$ cat src/rtl/ssd_digit_scanner.sv
// ssd_digit_scanner: time-multiplexed N-digit seven-segment scanner with
// frame-synchronous double-buffered value and per-slot anode blanking.
module ssd_digit_scanner #(
    parameter int N_DIGITS     = 4,
    parameter int REFRESH_DIV  = 100000,
    parameter int BLANK_CYCLES = 1000
) (
    input  logic                  clk,
    input  logic                  rst_n,
    input  logic [4*N_DIGITS-1:0] value_in,
    input  logic                  load,
    output logic                  pending,
    output logic [3:0]            digit_nibble,
    output logic [N_DIGITS-1:0]   digit_an_n,
    output logic                  frame_start
);
    localparam int CW = $clog2(REFRESH_DIV);
    localparam int IW = $clog2(N_DIGITS);
    logic [CW-1:0]           cnt_q, cnt_d;
    logic [IW-1:0]           idx_q, idx_d;
    logic [4*N_DIGITS-1:0]   disp_q, disp_d, shadow_q, shadow_d;
    logic                    pending_q, pending_d, frame_start_q, frame_start_d;
    logic [3:0]              digit_nibble_q, digit_nibble_d;
    logic [N_DIGITS-1:0]     digit_an_n_q, digit_an_n_d;
    logic                    wrap, boundary;
    always_comb begin
        wrap           = cnt_q == CW'(REFRESH_DIV - 1);
        boundary       = wrap && idx_q == IW'(N_DIGITS - 1);
        cnt_d          = wrap ? '0 : cnt_q + CW'(1);
        idx_d          = boundary ? '0 : wrap ? idx_q + IW'(1) : idx_q;
        shadow_d       = load ? value_in : shadow_q;
        pending_d      = boundary ? 1'b0 : (load | pending_q);
        // A load landing on the boundary edge bypasses the shadow straight to the display
        disp_d         = !boundary ? disp_q : load ? value_in : pending_q ? shadow_q : disp_q;
        frame_start_d  = boundary;
        digit_nibble_d = disp_d[{idx_d, 2'b00} +: 4];
        // Anodes are decoded from next-state so the registered output tracks cnt_q exactly
        digit_an_n_d   = (cnt_d < CW'(BLANK_CYCLES)) ? '1 : ~(N_DIGITS'(1) << idx_d);
    end
    always_ff @(posedge clk or negedge rst_n) begin
        if (!rst_n) begin
            cnt_q          <= '0;
            idx_q          <= '0;
            disp_q         <= '0;
            shadow_q       <= '0;
            pending_q      <= 1'b0;
            frame_start_q  <= 1'b0;
            digit_nibble_q <= '0;
            digit_an_n_q   <= '1;
        end else begin
            cnt_q          <= cnt_d;
            idx_q          <= idx_d;
            disp_q         <= disp_d;
            shadow_q       <= shadow_d;
            pending_q      <= pending_d;
            frame_start_q  <= frame_start_d;
            digit_nibble_q <= digit_nibble_d;
            digit_an_n_q   <= digit_an_n_d;
        end
    end
    assign pending      = pending_q;
    assign digit_nibble = digit_nibble_q;
    assign digit_an_n   = digit_an_n_q;
    assign frame_start  = frame_start_q;
endmodule
$ cat config.mk
export PLATFORM = sky130hd
export DESIGN_NAME = ssd_digit_scanner
export DESIGN_NICKNAME = d
export VERILOG_FILES = /design/src/rtl/ssd_digit_scanner.sv
export SDC_FILE = /design/constraint.sdc
export NUM_CORES = 1
export LEC_CHECK = 0
export CAP_MARGIN = 30
export CORE_MARGIN = 2
export CORE_UTILIZATION = 50
export CTS_BUF_LIST = sky130_fd_sc_hd__clkbuf_8
export CTS_CLUSTER_DIAMETER = 40
export DETAILED_ROUTE_END_ITERATION = 8
export GPL_TIMING_DRIVEN = 0
export PLACE_DENSITY = 0.72
export SETUP_SLACK_MARGIN = 0.4
export SKIP_LAST_GASP = 1
export SYNTH_ARGS = -nofsm -noshare
export SYNTH_HDL_FRONTEND = slang
export SYNTH_SLANG_ARGS = --single-unit
$ cat constraint.sdc
create_clock -name clk -period 2.7 [get_ports clk]
set_clock_uncertainty 0.1 [all_clocks]
set_input_delay 0.54 -clock clk [delete_from_list [all_inputs] [get_ports clk]]
set_output_delay 0.54 -clock clk [all_outputs]
set_load 0.03 [all_outputs]
==> impl_results.rst, run 1 <==
.. list-table::
   :header-rows: 1

   * - Metric
     - Value
   * - Number of port buffers
     - 27
   * - Synthesized net count
     - 239
   * - Endpoints failing hold
     - 0
   * - Wire length of the first global-routing pass
     - 8.23 mm
   * - Fraction of power spent switching nets
     - 21.4%
   * - Area growth from synthesis to layout
     - 29.4%
   * - Count of different cell masters after synthesis
     - 43
   * - IO Count
     - 29
   * - Post-Syn Instances
     - 218
   * - Power, Total
     - 1.76 mW
   * - Clock-pin slew of the registers on the worst-case setup and hold paths
     - 0.07 ns
   * - Final #Nets
     - 296
   * - Logic gate share of total power
     - 4.7%
   * - Fin. max-slew vios
     - 0
   * - Per-cell routed wire length
     - 15.0 um
   * - Overall overflow remaining after global route
     - 0
   * - Total net switching power
     - 0.377 mW
   * - Register cell area after layout
     - 1530 um^2
   * - Inserted Diodes
     - 0
   * - Top delay family on crit path
     - simple AND/OR/NAND/NOR gates
   * - Pin count of the biggest net entering global routing
     - 37
   * - CP Data Required Time
     - 2.81 ns
   * - Finished Core Util
     - 65.9%
   * - Estimated wirelength of the detail-placed design
     - 3.40 mm
   * - Count of warnings emitted by yosys
     - 0
   * - Number of H-tree levels
     - 3
   * - Result of the run
     - finished clean
   * - Part of the cycle the worst path needs
     - 87.0%
   * - Sequence of cells on the critical path
     - or3_4 -> nor4b_4 -> nand4b_4 -> buf_8 -> mux2_2 -> mux2i_1 -> mux2i_1
   * - Iteration-0 DRC count of the detailed router
     - 53
   * - CTS Buf Count
     - 9
   * - Power Density
     - 495 nW/um^2
   * - Vias per cell
     - 5.26
   * - Area of the placeable core
     - 5410 um^2
   * - Highest net fanout along the worst path
     - 5
   * - Portion of the post-synthesis area used by sequential elements
     - 55.6%
   * - Startpoint-to-endpoint class of the critical path
     - flop to flop
   * - Power share of the clock group
     - 41.8%
   * - Final estimated routing congestion in global placement
     - 0.859
   * - Critical path buffer and inverter count
     - 1
   * - Minimum setup slack among reg-to-reg paths
     - 0.35 ns
   * - Insertion delay of the later-clocked pin in the worst-skew pair
     - 0.33 ns
   * - Cell area after synthesis
     - 2750 um^2
   * - Worst r2r path cells
     - 7
   * - Cell with the biggest individual delay on the critical path
     - sky130_fd_sc_hd__or3_4
   * - Detailed-route via count
     - 1,850
   * - Wire length after detailed routing
     - 5.29 mm
   * - Sort of element at the start of the critical path
     - flop
   * - GRT Total Usage
     - 18.0%
   * - Kind of path behind the tightest hold check
     - input port to async pin
   * - TritonCTS sink count
     - 61
   * - Placed Cells incl. Taps
     - 318
   * - DRC
     - 0
   * - Internal Pwr Total
     - 1.39 mW
   * - Clock tree from TritonCTS
     - yes
   * - Layout fillers
     - 416
   * - Cell repeated most along the worst path
     - sky130_fd_sc_hd__mux2i_1
   * - Number of max-cap violations
     - 0
   * - Data arrival time of the critical path
     - 2.46 ns
   * - Final Critical Period
     - 2.35 ns
   * - Max rail drop VDD
     - 0.271 mV
   * - Area of the multi-input gates
     - 1220 um^2
   * - Syn avg cell area
     - 12.6 um^2
   * - Layout cell share with drive strength beyond 1
     - 34.6%
   * - Remaining antenna violation count
     - 0
   * - Length of the first detailed-routing pass in iterations
     - 4
   * - Root buffer cell
     - sky130_fd_sc_hd__clkbuf_8
   * - Capturing element type of the critical path
     - flop
   * - Leakage power total
     - 1.67 nW
   * - Register bit total from synthesis
     - 61
   * - Sequential fraction of design power
     - 53.5%
   * - Initial antenna violation count
     - 0
   * - Count of standard-cell rows
     - 27
   * - Peak per-stage delay on the critical path
     - 0.43 ns
   * - Buffer depth of the longest clock path
     - 2
   * - Slew at the pin closest to its max-slew limit
     - 0.795 ns
   * - Die Width
     - 78.2 um
   * - Max-Slew Margin vs Limit
     - 47.0%
   * - Worst reg2reg path endpoint
     - digit_nibble[3]
   * - Non-filler instance count after layout
     - 352
   * - RSZ-0062 raised after global routing
     - yes
   * - Number of global-route vias before repair
     - 1,737
   * - Achievable frequency
     - 0.426 GHz
   * - Setup-violating endpoint count in the final report
     - 0
   * - Initial Util
     - 50.9%
   * - Die outline height
     - 78.2 um
   * - Die Outline Area
     - 6120 um^2
   * - Launch point of the worst reg-to-reg path
     - cnt_q[12]
   * - Post-cts hold buffer count
     - 0
[metrics by stage]
stage | hold slack [ns] | setup slack (ns) | cell area [um^2] | setup TNS, ns
2_1_floorplan | 0.144 | 0.400 | 2780 | 0
3_3_place_gp | 0.377 | -0.927 | 3140 | -53.69
3_5_place_dp | 0.383 | 0.0329 | 3150 | 0
4_1_cts | 0.206 | 0.384 | 3470 | 0
5_1_grt | 0.271 | 0.251 | 3560 | 0
6_report | 0.195 | 0.352 | 3560 | 0
[cells in the mapped netlist, drive strengths merged]
cell,n,area (um^2)
nor2,18,67.6
mux2i,12,120
or4,1,7.51
a21o,1,7.51
and3,1,6.26
a21bo,1,10.0
xnor2,11,96.3
buf,5,31.3
or2,1,6.26
nor3,4,25.0
nand2,10,37.5
or3,1,11.3
nand2b,1,6.26
nor4b,2,38.8
a211o,1,8.76
o22ai,1,6.26
xor2,7,61.3
a311oi,1,8.76
dfrtp,57,1430
nand4,4,31.3
a31oi,2,12.5
dfstp,4,105
and2,2,13.8
inv,5,18.8
ha,2,25.0
o221ai,2,17.5
nor2b,3,18.8
nand3b,1,7.51
a2bb2oi,1,8.76
o2111ai,1,8.76
mux2,33,372
nand3,13,65.1
clkbuf,4,16.3
nand4b,1,23.8
a22oi,1,7.51
nor4,3,18.8
[metal layers]
layer / share of wire [%] / track usage [%]
met5: 0 / 0
met4: 2.0 / 9.65
met1: 46 / 24.1
met3: 3.7 / 4.25
met2: 48 / 27.2
[kinds of logic (layout without fill, tap and decap cells)]
family / count (synthesis) / count (layout) / synth area share [%]
flip-flops: 61 / 61 / 55.6
XOR/XNOR: 18 / 18 / 5.72
buffers and inverters: 14 / 76 / 2.41
AND/OR/NAND/NOR: 66 / 66 / 14.0
adder cells (fa/ha/maj): 2 / 2 / 0.909
multiplexers: 45 / 45 / 17.9
AO/OA/AOI/OAI: 12 / 12 / 3.50
[flip-flops by register name, indices dropped and copies added (netlist names)]
register      flops
pending           1
shadow_q         16
cnt_q            17
idx_q             2
digit_nibble      4
digit_an_n        4
disp_q           16
frame_start       1
[worst max-delay path by stage]
| stage | from | end | cells after the start |
|---|---|---|---|
| 2_1_floorplan | cnt_q[0] | digit_nibble[2] | 7 |
| 3_3_place_gp | rst_n | disp_q[7] | 1 |
| 3_5_place_dp | cnt_q[0] | digit_nibble[2] | 7 |
| 4_1_cts | cnt_q[6] | digit_nibble[3] | 8 |
| 5_1_grt | cnt_q[5] | digit_nibble[3] | 8 |
| 6_report | cnt_q[12] | digit_nibble[3] | 7 |
[final cells by class]
| type | instances | area share (%) |
|---|---|---|
| sequential | 61 | 43.0 |
| multi-input combinational | 143 | 34.2 |
| timing repair buffer | 46 | 12.4 |
| clock buffer | 12 | 4.64 |
| tap | 72 | 2.53 |
| buffer | 9 | 1.93 |
| clock inverter | 4 | 0.667 |
| inverter | 5 | 0.597 |
[power groups by stage]
| stage | clock network (mW) | logic (mW) | registers [mW] |
|---|---|---|---|
| 2_1_floorplan | 0 | 0.0336 | 0.958 |
| 3_3_place_gp | 0 | 0.0813 | 0.959 |
| 3_5_place_dp | 0 | 0.0854 | 0.960 |
| 4_1_cts | 0.765 | 0.0855 | 0.943 |
| 5_1_grt | 0.799 | 0.0929 | 0.945 |
| 6_report | 0.738 | 0.0829 | 0.943 |
[cell usage in the layout, fill, tap and decap left out, types with 4 or more instances in the layout]
master	n
sky130_fd_sc_hd__buf_4	16
sky130_fd_sc_hd__xor2_1	7
sky130_fd_sc_hd__clkbuf_8	12
sky130_fd_sc_hd__nor2_1	17
sky130_fd_sc_hd__mux2i_1	10
sky130_fd_sc_hd__dfstp_2	4
sky130_fd_sc_hd__mux2_2	33
sky130_fd_sc_hd__xnor2_1	11
sky130_fd_sc_hd__inv_1	5
sky130_fd_sc_hd__nand2_1	10
sky130_fd_sc_hd__dfrtp_1	56
sky130_fd_sc_hd__nand3_1	13
sky130_fd_sc_hd__clkdlybuf4s50_1	26
[what timing repair did]
| item | in CTS | in global routing |
|---|---|---|
| cloned | 0 | 1 |
| endpoints found under the hold margin | 0 | 0 |
| resized for setup | 8 | 13 |
| setup endpoints to repair | 10 | 8 |
| pin swaps | 4 | 4 |
| buffers inserted | 11 | 6 |
No activity file was read; power rests on OpenSTA's default activity.
==> run 2: changes to the inputs <==
--- a/config.mk
+++ b/config.mk
@@ -7,12 +7,12 @@
 export LEC_CHECK = 0
 export CAP_MARGIN = 30
 export CORE_MARGIN = 2
-export CORE_UTILIZATION = 50
+export CORE_UTILIZATION = 60
 export CTS_BUF_LIST = sky130_fd_sc_hd__clkbuf_8
 export CTS_CLUSTER_DIAMETER = 40
 export DETAILED_ROUTE_END_ITERATION = 8
 export GPL_TIMING_DRIVEN = 0
-export PLACE_DENSITY = 0.72
+export PLACE_DENSITY = 0.84
 export SETUP_SLACK_MARGIN = 0.4
 export SKIP_LAST_GASP = 1
 export SYNTH_ARGS = -nofsm -noshare
==> constraint.sdc (replaced) <==
create_clock -name clk -period 3 [get_ports clk]
set_clock_uncertainty 0.1 [all_clocks]
set_input_delay 0.6 -clock clk [delete_from_list [all_inputs] [get_ports clk]]
set_output_delay 0.6 -clock clk [all_outputs]
set_load 0.03 [all_outputs]
==> run 2 against run 1 <==
Against the previous run: critical path type unchanged; clock power grew 14%; total power about the same; die area decreased by 16%; cell count is 8.8% lower; first-iteration DRC count is 120% higher; wire length up 2.7%; global-route usage up 4.9 points; combinational power is 8.2% lower.
==> impl_results.rst, run 2 (synthesized netlist as in run 1, its figures left out) <==
.. list-table::
   :header-rows: 1

   * - Metric
     - Value
   * - Endpoints failing hold
     - 0
   * - Launch point of the worst reg-to-reg path
     - cnt_q[12]
   * - TritonCTS sink count
     - 61
   * - Largest registers in the final layout
     - cnt_q (17), disp_q (16), shadow_q (16)
   * - Clock tree from TritonCTS
     - yes
   * - IO Count
     - 29
   * - Power, Total
     - 1.76 mW
   * - Setup slack at placement
     - 0.136 ns
   * - Placed Cells incl. Taps
     - 298
   * - Leakage power total
     - 1.59 nW
   * - Most used cells in the layout excluding fill and tap cells
     - sky130_fd_sc_hd__dfrtp_1, sky130_fd_sc_hd__mux2_2, sky130_fd_sc_hd__clkdlybuf4s50_1
   * - Die Width
     - 71.8 um
   * - Number of H-tree levels
     - 3
   * - Per-cell routed wire length
     - 16.9 um
   * - Final Critical Period
     - 2.47 ns
   * - Area growth from synthesis to layout
     - 24.5%
   * - Layout cell share with drive strength beyond 1
     - 29.7%
   * - Max-Slew Margin vs Limit
     - 48.5%
   * - Cell repeated most along the worst path
     - sky130_fd_sc_hd__mux2i_1
   * - Highest net fanout along the worst path
     - 10
   * - Insertion delay of the later-clocked pin in the worst-skew pair
     - 0.34 ns
   * - Estimated wirelength of the detail-placed design
     - 3.53 mm
   * - Peak per-stage delay on the critical path
     - 0.46 ns
   * - Inserted Diodes
     - 0
   * - Number of global-route vias before repair
     - 1,847
   * - Non-filler instance count after layout
     - 321
   * - Iteration-0 DRC count of the detailed router
     - 117
   * - Fin. max-slew vios
     - 0
   * - Worst r2r path cells
     - 7
   * - Top delay family on crit path
     - simple AND/OR/NAND/NOR gates
   * - Die outline height
     - 71.8 um
   * - Part of the cycle the worst path needs
     - 82.4%
   * - Remaining antenna violation count
     - 0
   * - Post-cts hold buffer count
     - 0
   * - GRT Total Usage
     - 22.9%
   * - Length of the first detailed-routing pass in iterations
     - 4
   * - Commonest non-fill, non-tap cell in the layout
     - sky130_fd_sc_hd__dfrtp_1
   * - CTS Buf Count
     - 9
   * - Number of max-cap violations
     - 0
   * - Area of the placeable core
     - 4380 um^2
   * - Kind of path behind the tightest hold check
     - input port to async pin
   * - Die Outline Area
     - 5150 um^2
   * - Sequence of cells on the critical path
     - or3_4 -> nor4b_4 -> nand4b_4 -> buf_6 -> mux2_2 -> mux2i_1 -> mux2i_1
   * - Overall overflow remaining after global route
     - 0
   * - RSZ-0062 raised after global routing
     - no
   * - Cell with the biggest individual delay on the critical path
     - sky130_fd_sc_hd__or3_4
   * - Final #Nets
     - 285
   * - Number of port buffers
     - 27
   * - Register with the most flip-flops
     - cnt_q
   * - DRC
     - 0
   * - Setup-violating endpoint count in the final report
     - 0
   * - Power Density
     - 514 nW/um^2
   * - Pin count of the biggest net entering global routing
     - 35
   * - Clock-pin slew of the registers on the worst-case setup and hold paths
     - 0.07 ns
   * - Wire length of the first global-routing pass
     - 8.76 mm
   * - Result of the run
     - finished clean
   * - Slew at the pin closest to its max-slew limit
     - 0.772 ns
   * - Max rail drop VDD
     - 0.350 mV
   * - Critical path buffer and inverter count
     - 1
   * - Final estimated routing congestion in global placement
     - 0.852
   * - Root buffer cell
     - sky130_fd_sc_hd__clkbuf_8
   * - Initial Util
     - 62.8%
   * - Sort of element at the start of the critical path
     - flop
   * - WP depth
     - 7
   * - Startpoint-to-endpoint class of the critical path
     - flop to flop
   * - CP Data Required Time
     - 3.12 ns
   * - Capturing element type of the critical path
     - flop
   * - Crit path launch
     - cnt_q[12]
   * - Initial antenna violation count
     - 0
   * - Achievable frequency
     - 0.405 GHz
   * - Min Hold Slack
     - 0.243 ns
   * - Largest register FFs
     - 17
   * - Data arrival time of the critical path
     - 2.59 ns
   * - Detailed-route via count
     - 1,812
   * - Count of standard-cell rows
     - 24
   * - Vias per cell
     - 5.64
   * - Buffer depth of the longest clock path
     - 2
   * - Worst Setup Slack, final
     - 0.528 ns
   * - Wire length after detailed routing
     - 5.44 mm
## run 2: cell count changes in the layout (fill, tap and decap cells not counted), moves of 2 or more
cell,change
sky130_fd_sc_hd__bufinv_16,+2
sky130_fd_sc_hd__buf_6,-2
sky130_fd_sc_hd__buf_4,-9
sky130_fd_sc_hd__buf_2,+2
sky130_fd_sc_hd__clkbuf_1,+2
## run 2: area by class of cell
type                       instances  area (um^2)
buffer                             9         47.5
multi-input combinational        143         1190
timing repair buffer              35          338
tap                               52         65.1
clock buffer                      12          165
sequential                        61         1530
inverter                           5         18.8
fill                             264          955
clock inverter                     4         71.3
## run 2: final timing paths
kind                                   end  slack, ns
max in group asynchronous    digit_an_n[1]       1.88
hold reg to reg                shadow_q[5]       0.40
setup / recovery           digit_nibble[1]       0.53
min in group clk               shadow_q[5]       0.40
setup reg to reg           digit_nibble[1]       0.53
hold / removal                   disp_q[7]       0.24
## run 2: power breakdown
group	internal (mW)	total, mW	switching, mW
logic	0.0414	0.0761	0.0347
clock network	0.533	0.839	0.306
registers	0.844	0.849	0.00507
## run 2: stage by stage
step	setup TNS [ns]	utilization [%]	instance area, um^2
2_1_floorplan	0	-	2750
3_3_place_gp	-35.97	70.5	3090
3_5_place_dp	0	70.8	3100
4_1_cts	0	76.9	3370
5_1_grt	0	78.2	3430
6_report	0	78.2	3430
## run 2: routing by layer
| layer | track usage, % | routed length [um] | share of wire, % |
|---|---|---|---|
| met5 | 0 | 0 | 0 |
| met4 | 8.18 | 73 | 1.3 |
| met3 | 8.58 | 362 | 6.7 |
| met2 | 35.5 | 2650 | 49 |
| met1 | 29.7 | 2350 | 43 |
## run 2: timing repair
| action | in CTS | in global routing |
|---|---|---|
| gates resized for setup | 4 | 2 |
| hold endpoints to repair | 0 | 0 |
| buffers inserted | 1 | 6 |
| cloned | 0 | 0 |
| pin swaps | 0 | 2 |
| endpoints found under the setup margin | 9 | 8 |
